**src/rtl/pll_rst_pkg.sv**
```systemverilog
// Shared types and 16 MHz default timing for the PLL reset sequencer.
package pll_rst_pkg;

  typedef enum logic [1:0] {
    RST_PLL   = 2'd0,
    WAIT_LOCK = 2'd1,
    STABLE    = 2'd2,
    RUN       = 2'd3
  } state_t;

  localparam int PLLRST_CYCLES = 16;      // 1 us
  localparam int STABLE_CYCLES = 1600;    // 100 us
  localparam int LOCK_TIMEOUT  = 160000;  // 10 ms

  function automatic int max3(input int a, input int b, input int c);
    int m;
    m = (a > b) ? a : b;
    return (m > c) ? m : c;
  endfunction

endpackage

```
**src/rtl/sync_bit.sv**
```systemverilog
// Multi-flop synchroniser for a single asynchronous status bit, async active-high clear.
module sync_bit #(
  parameter int STAGES = 2
) (
  input  logic clk,
  input  logic clr,
  input  logic d,
  output logic q
);

  logic [STAGES-1:0] sr;

  // NOTE: sequential state uses non-blocking assignments so every flop samples pre-edge values.
  always_ff @(posedge clk or posedge clr) begin
    if (clr) sr <= '0;
    else     sr <= {sr[STAGES-2:0], d};
  end

  assign q = sr[STAGES-1];

endmodule

```
**src/rtl/pll_rst_seq.sv**
```systemverilog
// PLL reset sequencer: pulses PLL RST, qualifies lock, then releases the 12 MHz system reset.
// Optional macro PLL_RST_SEQ_RELOCK_CNT_EN keeps the relock_count register; otherwise it reads 0.
module pll_rst_seq
  import pll_rst_pkg::*;
#(
  parameter int SYNC_STAGES   = 2,
  parameter int PLLRST_CYCLES = pll_rst_pkg::PLLRST_CYCLES,
  parameter int STABLE_CYCLES = pll_rst_pkg::STABLE_CYCLES,
  parameter int LOCK_TIMEOUT  = pll_rst_pkg::LOCK_TIMEOUT,
  parameter int CNT_W         = 8
) (
  input  logic             clk,
  input  logic             rst,
  input  logic             pll_locked,
  output logic             pll_rst,
  output logic             sys_rst,
  output logic             sys_ready,
  output logic             lock_lost,
  output logic [CNT_W-1:0] relock_count
);

  // One counter is shared by all states; it restarts on every transition,
  // so its width only needs to cover the largest limit.
  localparam int CW = $clog2(max3(PLLRST_CYCLES, STABLE_CYCLES, LOCK_TIMEOUT));

  state_t          state, state_nxt;
  logic [CW-1:0]   cnt, cnt_nxt;
  logic            locked_s;
  logic            relock_inc;
  logic            lost_nxt;

  sync_bit #(.STAGES(SYNC_STAGES)) u_sync (
    .clk (clk),
    .clr (rst),
    .d   (pll_locked),
    .q   (locked_s)
  );

  // NOTE: every always_comb output gets a default first so no path can infer a latch.
  always_comb begin
    state_nxt  = state;
    cnt_nxt    = '0;
    relock_inc = 1'b0;
    lost_nxt   = 1'b0;
    unique case (state)
      RST_PLL: begin
        if (cnt == CW'(PLLRST_CYCLES - 1)) state_nxt = WAIT_LOCK;
        else                               cnt_nxt   = cnt + 1'b1;
      end
      WAIT_LOCK: begin
        if (locked_s) begin
          state_nxt = STABLE;
        end else if (cnt == CW'(LOCK_TIMEOUT - 1)) begin
          state_nxt  = RST_PLL;
          relock_inc = 1'b1;
        end else begin
          cnt_nxt = cnt + 1'b1;
        end
      end
      STABLE: begin
        if (!locked_s)                          state_nxt = WAIT_LOCK;
        else if (cnt == CW'(STABLE_CYCLES - 1)) state_nxt = RUN;
        else                                    cnt_nxt   = cnt + 1'b1;
      end
      RUN: begin
        if (!locked_s) begin
          state_nxt  = RST_PLL;
          relock_inc = 1'b1;
          lost_nxt   = 1'b1;
        end
      end
      default: state_nxt = RST_PLL;
    endcase
  end

  // Outputs decode the next state so they move on the same edge as the state.
  always_ff @(posedge clk or posedge rst) begin
    if (rst) begin
      state     <= RST_PLL;
      cnt       <= '0;
      pll_rst   <= 1'b1;
      sys_rst   <= 1'b1;
      sys_ready <= 1'b0;
      lock_lost <= 1'b0;
    end else begin
      state     <= state_nxt;
      cnt       <= cnt_nxt;
      pll_rst   <= (state_nxt == RST_PLL);
      sys_rst   <= (state_nxt != RUN);
      sys_ready <= (state_nxt == RUN);
      lock_lost <= lost_nxt;
    end
  end

`ifdef PLL_RST_SEQ_RELOCK_CNT_EN
  always_ff @(posedge clk or posedge rst) begin
    if (rst)                                  relock_count <= '0;
    else if (relock_inc && relock_count != '1) relock_count <= relock_count + 1'b1;
  end
`else
  logic relock_unused;
  assign relock_unused = relock_inc;
  assign relock_count  = '0;
`endif

endmodule

```
**config.mk**
```make
export PLATFORM = sky130hd
export DESIGN_NAME = pll_rst_seq
export DESIGN_NICKNAME = d
export VERILOG_FILES = /design/src/rtl/pll_rst_pkg.sv /design/src/rtl/sync_bit.sv /design/src/rtl/pll_rst_seq.sv
export SDC_FILE = /design/constraint.sdc
export NUM_CORES = 1
export LEC_CHECK = 0
export CAP_MARGIN = 30
export CELL_PAD_IN_SITES_DETAIL_PLACEMENT = 1
export CELL_PAD_IN_SITES_GLOBAL_PLACEMENT = 2
export CORE_UTILIZATION = 30
export DETAILED_ROUTE_END_ITERATION = 10
export PLACE_DENSITY = 0.76
export SLEW_MARGIN = 20
export SYNTH_ARGS = -nofsm -noshare
export SYNTH_HDL_FRONTEND = slang
export SYNTH_HIERARCHICAL = 1
export SYNTH_SLANG_ARGS = --single-unit
```
**constraint.sdc**
```tcl
create_clock -name clk -period 1.9 [get_ports clk]
set_input_delay 0.38 -clock clk [delete_from_list [all_inputs] [get_ports clk]]
set_output_delay 0.38 -clock clk [all_outputs]
set_load 0.01 [all_outputs]
```
## Word-level counts from Yosys, hierarchy flattened

Cells that the tools add are included.

| storage, ports and cells | value |
|---|---|
| RAM bits | 0 |
| memory bits (read-only) | 0 |
| latch bits | 0 |
| memories | 0 |
| word-level logic and storage cells | 33 |
| bits of input ports | 3 |
| output and inout port bits | 12 |
| register bits after elaboration | 26 |

| operators by class | value |
|---|---|
| reductions and logical operators | 2 |
| equality and inequality tests | 8 |
| add/subtract/negate cells | 1 |
| div/mod/pow operators | 0 |
| bitwise gates (word level) | 0 |
| multiplexer cells | 15 |
| $lt $le $gt $ge | 0 |
| shift operators | 0 |
| multiply operators | 0 |

Operator list:

| cell | count |
|---|---|
| 2-to-1 mux 18 bit | 5 |
| case mux 18 bit (3 select lines) | 1 |
| adder 18 x 1 -> 18 bit, second input constant | 1 |
| equality test 18 x 11 -> 1 bit, second input constant | 1 |
| equality test 18 bit, second input constant | 1 |
| equality test 18 x 4 -> 1 bit, second input constant | 1 |
| 2-to-1 mux 2 bit | 6 |
| case mux 2 bit (4 select lines) | 1 |
| equality test 2 bit, second input constant | 3 |
| zero test 2 bit | 2 |
| equality test 2 x 1 -> 1 bit, second input constant | 1 |
| 2-to-1 mux 1 bit | 2 |
| inequality test 2 bit, second input constant | 1 |

## Depth between registers and ports, before layout

Gate-level depths: netlist of the first run.

| logic depth | value |
|---|---|
| word-level depth | 5 |
| mapped depth | 7 |
| mapped depth without buffers | 5 |

## Cells and area by module

Netlist of the first run, hierarchy kept.

Modules (own cells, without submodules):

| module | cells each | instances | sequential area each (um2) | area an instance (um2) |
|---|---|---|---|---|
| pll_rst_seq | 132 | 1 | 603.1 | 1331.3 |
| sync_bit | 3 | 1 | 50.0 | 53.8 |

## Worst setup path after synthesis of the first run

Ideal clock, no wire load.

| timing path | value |
|---|---|
| path kind | register -> register |
| from | reg cnt[11] |
| to | reg cnt[7] |
| data required time | 1770 ps |
| path slack | -142 ps |
| setup time | 130 ps |
| buffers on the path | 1 |
| data arrival time | 1913 ps |
| period minus slack after synthesis | 2042 ps |
| cell stages (with the launch flop) | 6 |
| path through | dfrtp_1 -> or4_4 -> or4_4 -> o21ai_4 -> buf_6 -> a31oi_1 |

| on the way | value |
|---|---|
| longest elaborated chain between the ends | 4 |
| elaborated cells on any way between the ends | 9 |
| those cells by class | eq/ne: 3; mux: 6 |

RTL lines:

| item | line | text |
|---|---|---|
| start: declaration | pll_rst_seq.sv:27 | `logic [CW-1:0] cnt, cnt_nxt;` |
| start signal: assignment | pll_rst_seq.sv:87 | `cnt <= cnt_nxt;` |
| equality test 18 x 11 -> 1 bit / equality test 18 bit (equally long branches) | pll_rst_seq.sv:62, pll_rst_seq.sv:53 |  |
| 2-to-1 mux 18 bit, on equally long branches | pll_rst_seq.sv:62, pll_rst_seq.sv:53 |  |
| 2-to-1 mux 18 bit, on equally long branches | pll_rst_seq.sv:61, pll_rst_seq.sv:51 |  |
| case mux 18 bit (3 select lines) (*) | pll_rst_seq.sv:45 | `unique case (state)` |
| via cnt_nxt[7] | pll_rst_seq.sv:27 |  |

Mark *: on every way through the listed nets, which the timed path passes. The rest lies on a longest branch.

## Worst setup path after layout of the first run

| timing path | value |
|---|---|
| from | reg cnt[9] |
| to | reg cnt[15] |

| on the way | value |
|---|---|
| longest elaborated chain between the ends | 4 |
| elaborated cells on any way between the ends | 10 |
| those cells by class | add/sub: 1; eq/ne: 3; mux: 6 |

RTL lines:

| item | line |
|---|---|
| adder 18 x 1 -> 18 bit, or another cell as far along | pll_rst_seq.sv:48, pll_rst_seq.sv:57, pll_rst_seq.sv:63 |
| 2-to-1 mux 18 bit, on equally long branches | pll_rst_seq.sv:62, pll_rst_seq.sv:53 |
| 2-to-1 mux 18 bit, on equally long branches | pll_rst_seq.sv:61, pll_rst_seq.sv:51 |
| case mux 18 bit (3 select lines) (*) | pll_rst_seq.sv:45 |
| via cnt_nxt[15] | pll_rst_seq.sv:27 |

Marks and branches as above.

==> results of run 1 <==
-- logic make-up (layout without fill, tap and decap cells) --
family	Yosys count	count (layout)	synth area share [%]
compound gates	31	31	16.4
xor+xnor	11	11	6.96
fa+ha+maj	1	1	0.903
buf+inv	20	34	8.85
flops	26	26	47.2
other cells	1	8	0.271
simple gates	45	45	19.4
-- power groups by stage --
stage | Combinational (uW) | Clock (uW) | Sequential, uW
after global placement | 434 | 0 | 699
after CTS | 451 | 477 | 694
after global routing | 495 | 502 | 706
final | 451 | 468 | 693
after detailed placement | 449 | 0 | 705
after floorplan | 283 | 0 | 697
-- metal layers --
| layer | share of wire [%] | vias up |
|---|---|---|
| met5 | 0 | - |
| met4 | 1.2 | 0 |
| met3 | 2.7 | 6 |
| met2 | 49 | 19 |
| met1 | 47 | 551 |
| li1 | - | 522 |
-- worst max path at each step --
| stage | to | slack [ns] |
|---|---|---|
| after global placement | cnt[11] | -0.04 |
| final | cnt[15] | -0.1 |
| after global routing | cnt[11] | -0.14 |
| after floorplan | cnt[7] | -0.06 |
| after CTS | cnt[15] | -0.09 |
| after detailed placement | cnt[15] | -0.09 |
-- synth_stat cells (2+ instances only) --
library cell and number:
a31oi_1 13, xor2_1 3, and3_1 3, dfstp_2 2, a32oi_1 5, or4_4 2
or3_1 3, buf_4 10, nand2_1 7, inv_1 5, or4_1 2, xnor2_1 8
o21ai_0 5, clkbuf_1 2, nand3_1 6, nor2_1 4, a311o_1 2, buf_2 2
nor3_1 2, dfrtp_1 24, o21a_1 2, and2_1 2, nand4_1 5
-- registers in the layout, indices dropped and copies added, names as in the netlist --
name,flops
u_sync/sr,2
pll_rst,1
lock_lost,1
sys_ready,1
state,2
cnt,18
sys_rst,1
-- final cells by class --
| class | instances | area [um^2] |
|---|---|---|
| fillers | 497 | 2700 |
| repair buffers | 25 | 228 |
| multi-input cells | 96 | 644 |
| flip-flops and latches | 26 | 653 |
| inverters | 5 | 18.8 |
| clock inverters | 1 | 30.0 |
| clock buffers | 3 | 41.3 |
| well taps | 52 | 65.1 |
-- per-stage QoR --
step,hold WS [ns],util [%],TNS [ns]
2_1_floorplan,0.121,-,-0.626
3_3_place_gp,0.339,36.3,-0.607
3_5_place_dp,0.336,36.3,-1.19
4_1_cts,0.269,38.1,-1.17
5_1_grt,0.270,38.3,-2.08
6_report,0.271,38.3,-1.27
-- timing repair --
| item | 4_1_cts | 5_1_grt |
|---|---|---|
| endpoints found under the setup margin | 19 | 20 |
| pin swaps | 0 | 4 |
| resized for setup | 0 | 2 |
| setup buffers | 1 | 0 |
==> impl_metrics.env, run 1 <==
export IMPL_grt_pass1_vias=1208
export IMPL_yosys_warnings=6
export IMPL_insertion_delay_ns=0.27
export IMPL_drt_initial_drc_count=50
export IMPL_worstPathArrival_ns=2.15
export IMPL_outcome="complete, but fails checks"
export IMPL_antennaDiodeCount=0
export IMPL_rsz0062_at_grt="yes"
export IMPL_async_flop_share_pct=100
export IMPL_synthTopCellsByArea="dfrtp_1 (43%), a31oi_1 (5.9%), buf_4 (5.4%)"
export IMPL_grt_usage_pct=15.7
export IMPL_rows=24
export IMPL_clkPwrFrac_pct=29.0
export IMPL_violations="setup timing"
export IMPL_critPathTopFamily="simple AND/OR/NAND/NOR gates"
export IMPL_use_met3_pct=3.03
export IMPL_synth_flop_cell="dfrtp_1"
export IMPL_wl_mm=3.52
export IMPL_dpl_hpwl_mm=2.51
export IMPL_layout_setup_ws_ns=-0.0953
export IMPL_critPathSlowestCell="or4_4"
export IMPL_core_mm2=0.00438
export IMPL_die_y_um=69.9
export IMPL_gr_usage_met2_pct=26.9
export IMPL_rr_startpoint="cnt[9]"
export IMPL_end_kind="register"
export IMPL_numClockSinks=26
export IMPL_cts_made_buffers=3
export IMPL_placed_cell_area_mm2=0.00159
export IMPL_final_common_cell="dfrtp_1"
export IMPL_busiest_layer="met2"
export IMPL_clockBufferDepth=2
export IMPL_gp_congestion=0.827
export IMPL_synth_area_mm2=0.00139
export IMPL_cts_tree="done"
export IMPL_power_density_mw_per_mm2=959
export IMPL_cap_violations=0
export IMPL_vdd_ir_drop_max_uv=408
export IMPL_worstPathCellList="or4_4 -> or4_4 -> o21ai_4 -> buf_12 -> a32oi_1"
export IMPL_dr_pass1_iters=4
export IMPL_finalMaxSlewViolations=0
export IMPL_critical_path_buf_inv_count=1
export IMPL_placed_cells=203
export IMPL_worst_path_most_repeated_cell="or4_4"
export IMPL_holdCritPathClass="in -> async"
export IMPL_period_minus_slack_ns=2.00
export IMPL_num_vias=1098
export IMPL_worstReg2RegEnd="cnt[15]"
export IMPL_cp_max_fo=18
export IMPL_power_leakage_uw=0.000722
export IMPL_io_pins=15
export IMPL_drive_gt1_share_pct=21.2
export IMPL_finalClockSkew_ns=0.00141
export IMPL_post_drt_wl_per_cell_um=16.9
export IMPL_combinationalPowerShare_pct=28.0
export IMPL_start_util_pct=31.6
export IMPL_globalRouteMet1Util_pct=20.7
export IMPL_post_place_ws_ns=-0.0922
export IMPL_crit_start="cnt[9]"
export IMPL_yosys_cell_types_count=39
export IMPL_finalSetupViolCount=19
export IMPL_switching_share_pct=30.4
export IMPL_drtAntennaViolNets=0
export IMPL_hold_violations=0
export IMPL_r2r_slack_ns=-0.1
export IMPL_power_uw=1610
export IMPL_ff2ff_path_depth=5
export IMPL_sequentialPowerShare_pct=43.0
export IMPL_max_stage_delay_ns=0.55
export IMPL_port_buffers=6
export IMPL_synth_edf_count=0
export IMPL_final_cell_count_no_fill=208
export IMPL_grt_max_degree=25
export IMPL_fin_crit_sh_pct=105
export IMPL_cts_htree_levels=1
export IMPL_crit_type="reg -> reg"
export IMPL_drc=0
export IMPL_num_nets_final=161
export IMPL_synth_cells=135
export IMPL_grt_overflow=0
export IMPL_cts_hold_buf=0
export IMPL_clk_pin_slew_ns=0.09
export IMPL_ys_seq_area_share_pct=47.2
export IMPL_final_cell_area_mm2=0.00168
export IMPL_antenna_found_initial=0
export IMPL_synth_top_area_share_pct=43.4
export IMPL_dieWidth_um=69.9
export IMPL_synth_seq_cells=26
export IMPL_routed_via_density=5.28
export IMPL_grt_pass1_wl_mm=6.10
export IMPL_layout_common_cells="dfrtp_1 (24), buf_4 (17), a31oi_1 (13)"
export IMPL_cts_root_buf="clkbuf_8"
export IMPL_p_int_uw=1120
export IMPL_power_switching_uw=491
export IMPL_areaGrowthSynthToFinish_pct=21.3
export IMPL_dieArea_mm2=0.00489
export IMPL_start_kind="register"
export IMPL_synth_avg_cell_area_um2=10.3
export IMPL_path_depth=5
export IMPL_yosysTopAreaCell="dfrtp_1"
export IMPL_timing_fmax_mhz=501
export IMPL_cp_required_ns=2.05
Power figures use the tool's default switching activity.
==> inputs of run 2 (changes only) <==
Settings changed: SKIP_CTS_REPAIR_TIMING set to 1.
==> run 2 against run 1 <==
The run still ends with setup timing left; clock power about the same; routed wire length increased by 0.20%; critical path depth unchanged; combinational power about the same; count of clock-buffer cells in the layout unchanged; clock skew decreased by 0.00067 ns; worst setup slack improved by 0.0011 ns; sequential share of layout area unchanged; die area unchanged; critical endpoint unchanged.
==> impl_metrics.env, run 2 (synthesized netlist as in run 1, its figures left out) <==
export IMPL_outcome="complete, but fails checks"
export IMPL_violations="setup timing"
export IMPL_finalSetupTns_ns=-1.25
export IMPL_cts_tree="done"
export IMPL_grt_pass1_vias=1196
export IMPL_antenna_found_initial=0
export IMPL_finalClockSkew_ns=0.000747
export IMPL_insertion_delay_ns=0.27
export IMPL_grt_usage_pct=15.6
export IMPL_drtAntennaViolNets=0
export IMPL_num_vias=1098
export IMPL_cts_made_buffers=3
export IMPL_layout_common_cells="dfrtp_1 (24), buf_4 (17), a31oi_1 (13)"
export IMPL_final_cell_area_mm2=0.00168
export IMPL_fillers=496
export IMPL_vdd_ir_drop_max_uv=407
export IMPL_rsz0062_at_grt="yes"
export IMPL_port_buffers=6
export IMPL_wl_mm=3.53
export IMPL_period_minus_slack_ns=1.99
export IMPL_cts_htree_levels=1
export IMPL_grt_pass1_wl_mm=6.05
export IMPL_cp_max_fo=18
export IMPL_grt_max_degree=25
export IMPL_crit_type="reg -> reg"
export IMPL_cp_required_ns=2.05
export IMPL_dieWidth_um=69.9
export IMPL_rows=24
export IMPL_core_mm2=0.00438
export IMPL_layout_setup_ws_ns=-0.0942
export IMPL_grt_overflow=0
export IMPL_die_y_um=69.9
export IMPL_power_density_mw_per_mm2=957
export IMPL_power_leakage_uw=0.000722
export IMPL_final_common_cell="dfrtp_1"
export IMPL_areaGrowthSynthToFinish_pct=21.3
export IMPL_dr_pass1_iters=4
export IMPL_drt_initial_drc_count=54
export IMPL_dieArea_mm2=0.00489
export IMPL_numClockSinks=26
export IMPL_start_kind="register"
export IMPL_clockBufferDepth=2
export IMPL_largest_register="cnt"
export IMPL_io_pins=15
export IMPL_gp_congestion=0.827
export IMPL_end_kind="register"
export IMPL_finalSetupViolCount=19
export IMPL_largest_reg_flops=18
export IMPL_hold_violations=0
export IMPL_finalMaxSlewViolations=0
export IMPL_cap_violations=0
export IMPL_placed_cell_area_mm2=0.00159
export IMPL_holdCritPathClass="in -> async"
export IMPL_cts_root_buf="clkbuf_8"
export IMPL_post_drt_wl_per_cell_um=17.0
export IMPL_timing_fmax_mhz=501
export IMPL_dpl_hpwl_mm=2.51
export IMPL_routed_via_density=5.28
export IMPL_clk_pin_slew_ns=0.09
export IMPL_worstPathArrival_ns=2.15
export IMPL_antennaDiodeCount=0
export IMPL_drc=0
export IMPL_start_util_pct=31.6
export IMPL_top_regs="cnt (18), state (2), u_sync/sr (2)"
export IMPL_fin_crit_sh_pct=105
export IMPL_num_nets_final=161
export IMPL_drive_gt1_share_pct=21.2
run 2: worst paths after layout:
kind	from	to	slack, ns	depth (start not counted)
worst min register to register	u_sync/sr[0]	u_sync/sr[1]	0.37	0
min in group clk	u_sync/sr[0]	u_sync/sr[1]	0.37	0
max in group asynchronous	rst	pll_rst	1.13	3
worst max register to register	cnt[9]	cnt[15]	-0.09	5
worst min-delay path	rst	u_sync/sr[0]	0.27	2
worst max-delay path	cnt[9]	cnt[15]	-0.09	5
run 2: metal layers:
metal	routed length [um]	track usage [%]
met5	0	0
met4	43	2.67
met3	90	3.03
met2	1730	26.7
met1	1670	20.6
run 2: where the power goes:
group	switching, uW	internal (uW)	leakage, uW
combinational	240	208	0.000341
clock	185	282	0.0000357
sequential	61.3	631	0.000346
run 2: critical path, stage by stage (launching register included):
cell     delay, ns
dfrtp_1       0.40
or4_4         0.55
or4_4         0.46
o21ai_4       0.18
buf_12        0.17
a32oi_1       0.12
run 2: metrics by stage:
stage,instances,hold WS (ns),total power (uW),worst slack [ns],utilization (%)
2_1_floorplan,142,0.121,980,-0.0628,-
3_3_place_gp,203,0.339,1130,-0.0428,36.3
3_5_place_dp,203,0.336,1150,-0.0922,36.3
4_1_cts,207,0.269,1620,-0.105,38.0
5_1_grt,208,0.270,1700,-0.139,38.3
6_report,208,0.272,1610,-0.0942,38.3
run 2: final cells by class:
cell class                      count  area, um^2  area share [%]
Timing Repair Buffer               25         228            13.6
Multi-Input combinational cell     96         644            38.3
Tap cell                           52        65.1            3.87
Inverter                            5        18.8            1.12
Clock buffer                        3        41.3            2.46
Clock inverter                      1        30.0            1.79
Sequential cell                    26         653            38.9
==> inputs of run 3 (changes only) <==
Settings changed: PLACE_DENSITY 0.76 to unset, PLACE_DENSITY_LB_ADDON set to 0.25.
==> run 3 against run 2 <==
The flow still finishes with violations (setup timing); worst hold slack improved by 0.0094 ns; via count increased by 0.46%; routed wire length increased by 1.2%; non-clock buffer count increased by 1; cell count increased by 0.48%; worst setup slack improved by 0.020 ns; count of clock-buffer cells in the layout increased by 1; critical path depth unchanged; design area decreased by 0.37%; maximum frequency increased by 1.0%; die area unchanged; highest routed layer unchanged.
==> impl_metrics.env, run 3 (synthesized netlist as in run 1, its figures left out) <==
export IMPL_grt_pass1_vias=1168
export IMPL_cp_required_ns=2.05
export IMPL_antenna_found_initial=0
export IMPL_crit_start="cnt[9]"
export IMPL_outcome="complete, but fails checks"
export IMPL_fin_crit_sh_pct=104
export IMPL_top_regs="cnt (18), state (2), u_sync/sr (2)"
export IMPL_cp_max_fo=18
export IMPL_rows=24
export IMPL_layout_common_cells="dfrtp_1 (24), buf_4 (17), a31oi_1 (13)"
export IMPL_largest_reg_flops=18
export IMPL_final_cell_count_no_fill=209
export IMPL_worstPathCellList="or4_4 -> or4_4 -> o21ai_4 -> buf_12 -> a32oi_1"
export IMPL_drive_gt1_share_pct=21.0
export IMPL_cts_htree_levels=1
export IMPL_dieWidth_um=69.9
export IMPL_cap_violations=0
export IMPL_post_drt_wl_per_cell_um=17.1
export IMPL_hold_violations=0
export IMPL_power_density_mw_per_mm2=881
export IMPL_period_minus_slack_ns=1.97
export IMPL_cts_root_buf="clkbuf_8"
export IMPL_antennaDiodeCount=0
export IMPL_violations="setup timing"
export IMPL_num_nets_final=162
export IMPL_placed_cells=205
export IMPL_grt_overflow=0
export IMPL_worstPathArrival_ns=2.12
export IMPL_rsz0062_at_grt="yes"
export IMPL_routed_via_density=5.28
export IMPL_drt_initial_drc_count=40
export IMPL_drc=0
export IMPL_finalClockSkew_ns=0.00440
export IMPL_grt_usage_pct=15.6
export IMPL_finalMaxSlewViolations=0
export IMPL_cts_made_buffers=3
export IMPL_finalSetupTns_ns=-0.861
export IMPL_layout_setup_ws_ns=-0.0741
export IMPL_gp_congestion=0.853
export IMPL_areaGrowthSynthToFinish_pct=20.9
export IMPL_rr_startpoint="cnt[9]"
export IMPL_dieArea_mm2=0.00489
export IMPL_critical_path_buf_inv_count=1
export IMPL_vdd_ir_drop_max_uv=404
export IMPL_dr_pass1_iters=5
export IMPL_wl_mm=3.57
export IMPL_critPathSlowestCell="or4_4"
export IMPL_finalSetupViolCount=19
export IMPL_max_stage_delay_ns=0.54
export IMPL_drtAntennaViolNets=0
export IMPL_insertion_delay_ns=0.27
export IMPL_final_cell_area_mm2=0.00167
export IMPL_grt_max_degree=20
export IMPL_numClockSinks=26
export IMPL_grt_pass1_wl_mm=5.96
export IMPL_crit_type="reg -> reg"
export IMPL_clk_pin_slew_ns=0.09
export IMPL_cts_tree="done"
export IMPL_largest_register="cnt"
export IMPL_dpl_hpwl_mm=2.61
export IMPL_num_vias=1103
export IMPL_start_util_pct=31.6
export IMPL_power_leakage_uw=0.000718
export IMPL_port_buffers=6
export IMPL_worst_path_most_repeated_cell="or4_4"
export IMPL_io_pins=15
export IMPL_start_kind="register"
export IMPL_placed_cell_area_mm2=0.00162
export IMPL_critPathTopFamily="simple AND/OR/NAND/NOR gates"
export IMPL_core_mm2=0.00438
export IMPL_fin_hold_ws_ns=0.282
export IMPL_end_kind="register"
export IMPL_clockBufferDepth=2
export IMPL_fin_util_pct=38.2
export IMPL_holdCritPathClass="in -> async"
export IMPL_die_y_um=69.9
export IMPL_final_common_cell="dfrtp_1"
export IMPL_timing_fmax_mhz=507
[run 3: changes by cell type in the layout (fill, tap and decap cells not counted)]
cell / previous run / this run
buf_12: 2 / 3
clkbuf_1: 0 / 1
bufinv_16: 1 / 0
[run 3: area by class of cell]
cell class / instances / area [um^2]
inverter: 5 / 18.8
clock buffer: 4 / 45.0
fill: 503 / 2710
multi-input combinational: 96 / 644
tap: 52 / 65.1
timing repair buffer: 26 / 248
sequential: 26 / 653
[run 3: path summary, 6_finish.rpt]
kind / endpoint / slack [ns] / cells after the start
min in group clk: u_sync/sr[1] / 0.35 / 0
min reg2reg: u_sync/sr[1] / 0.35 / 0
max: cnt[11] / -0.07 / 5
max in group asynchronous: sys_rst / 1.22 / 3
min: u_sync/sr[0] / 0.28 / 2
max reg2reg: cnt[11] / -0.07 / 5
[run 3: metrics by stage]
stage / total power (uW) / setup slack (ns)
6_report: 1470 / -0.0741
5_1_grt: 1570 / -0.126
4_1_cts: 1490 / -0.122
3_5_place_dp: 1160 / -0.106
3_3_place_gp: 1150 / -0.0247
2_1_floorplan: 980 / -0.0628
[run 3: power breakdown]
part           internal [uW]  switching (uW)  total [uW]
combinational            224             238         463
sequential               631            58.1         689
clock                    150             172         322
total                   1010             469        1470
[run 3: per-layer routing]
metal | vias up | routed length [um] | track usage, %
met5 | - | 0 | 0
met4 | 0 | 48 | 5.33
met3 | 4 | 57 | 2.16
met2 | 9 | 1890 | 27.7
met1 | 561 | 1570 | 19.2
li1 | 529 | - | -
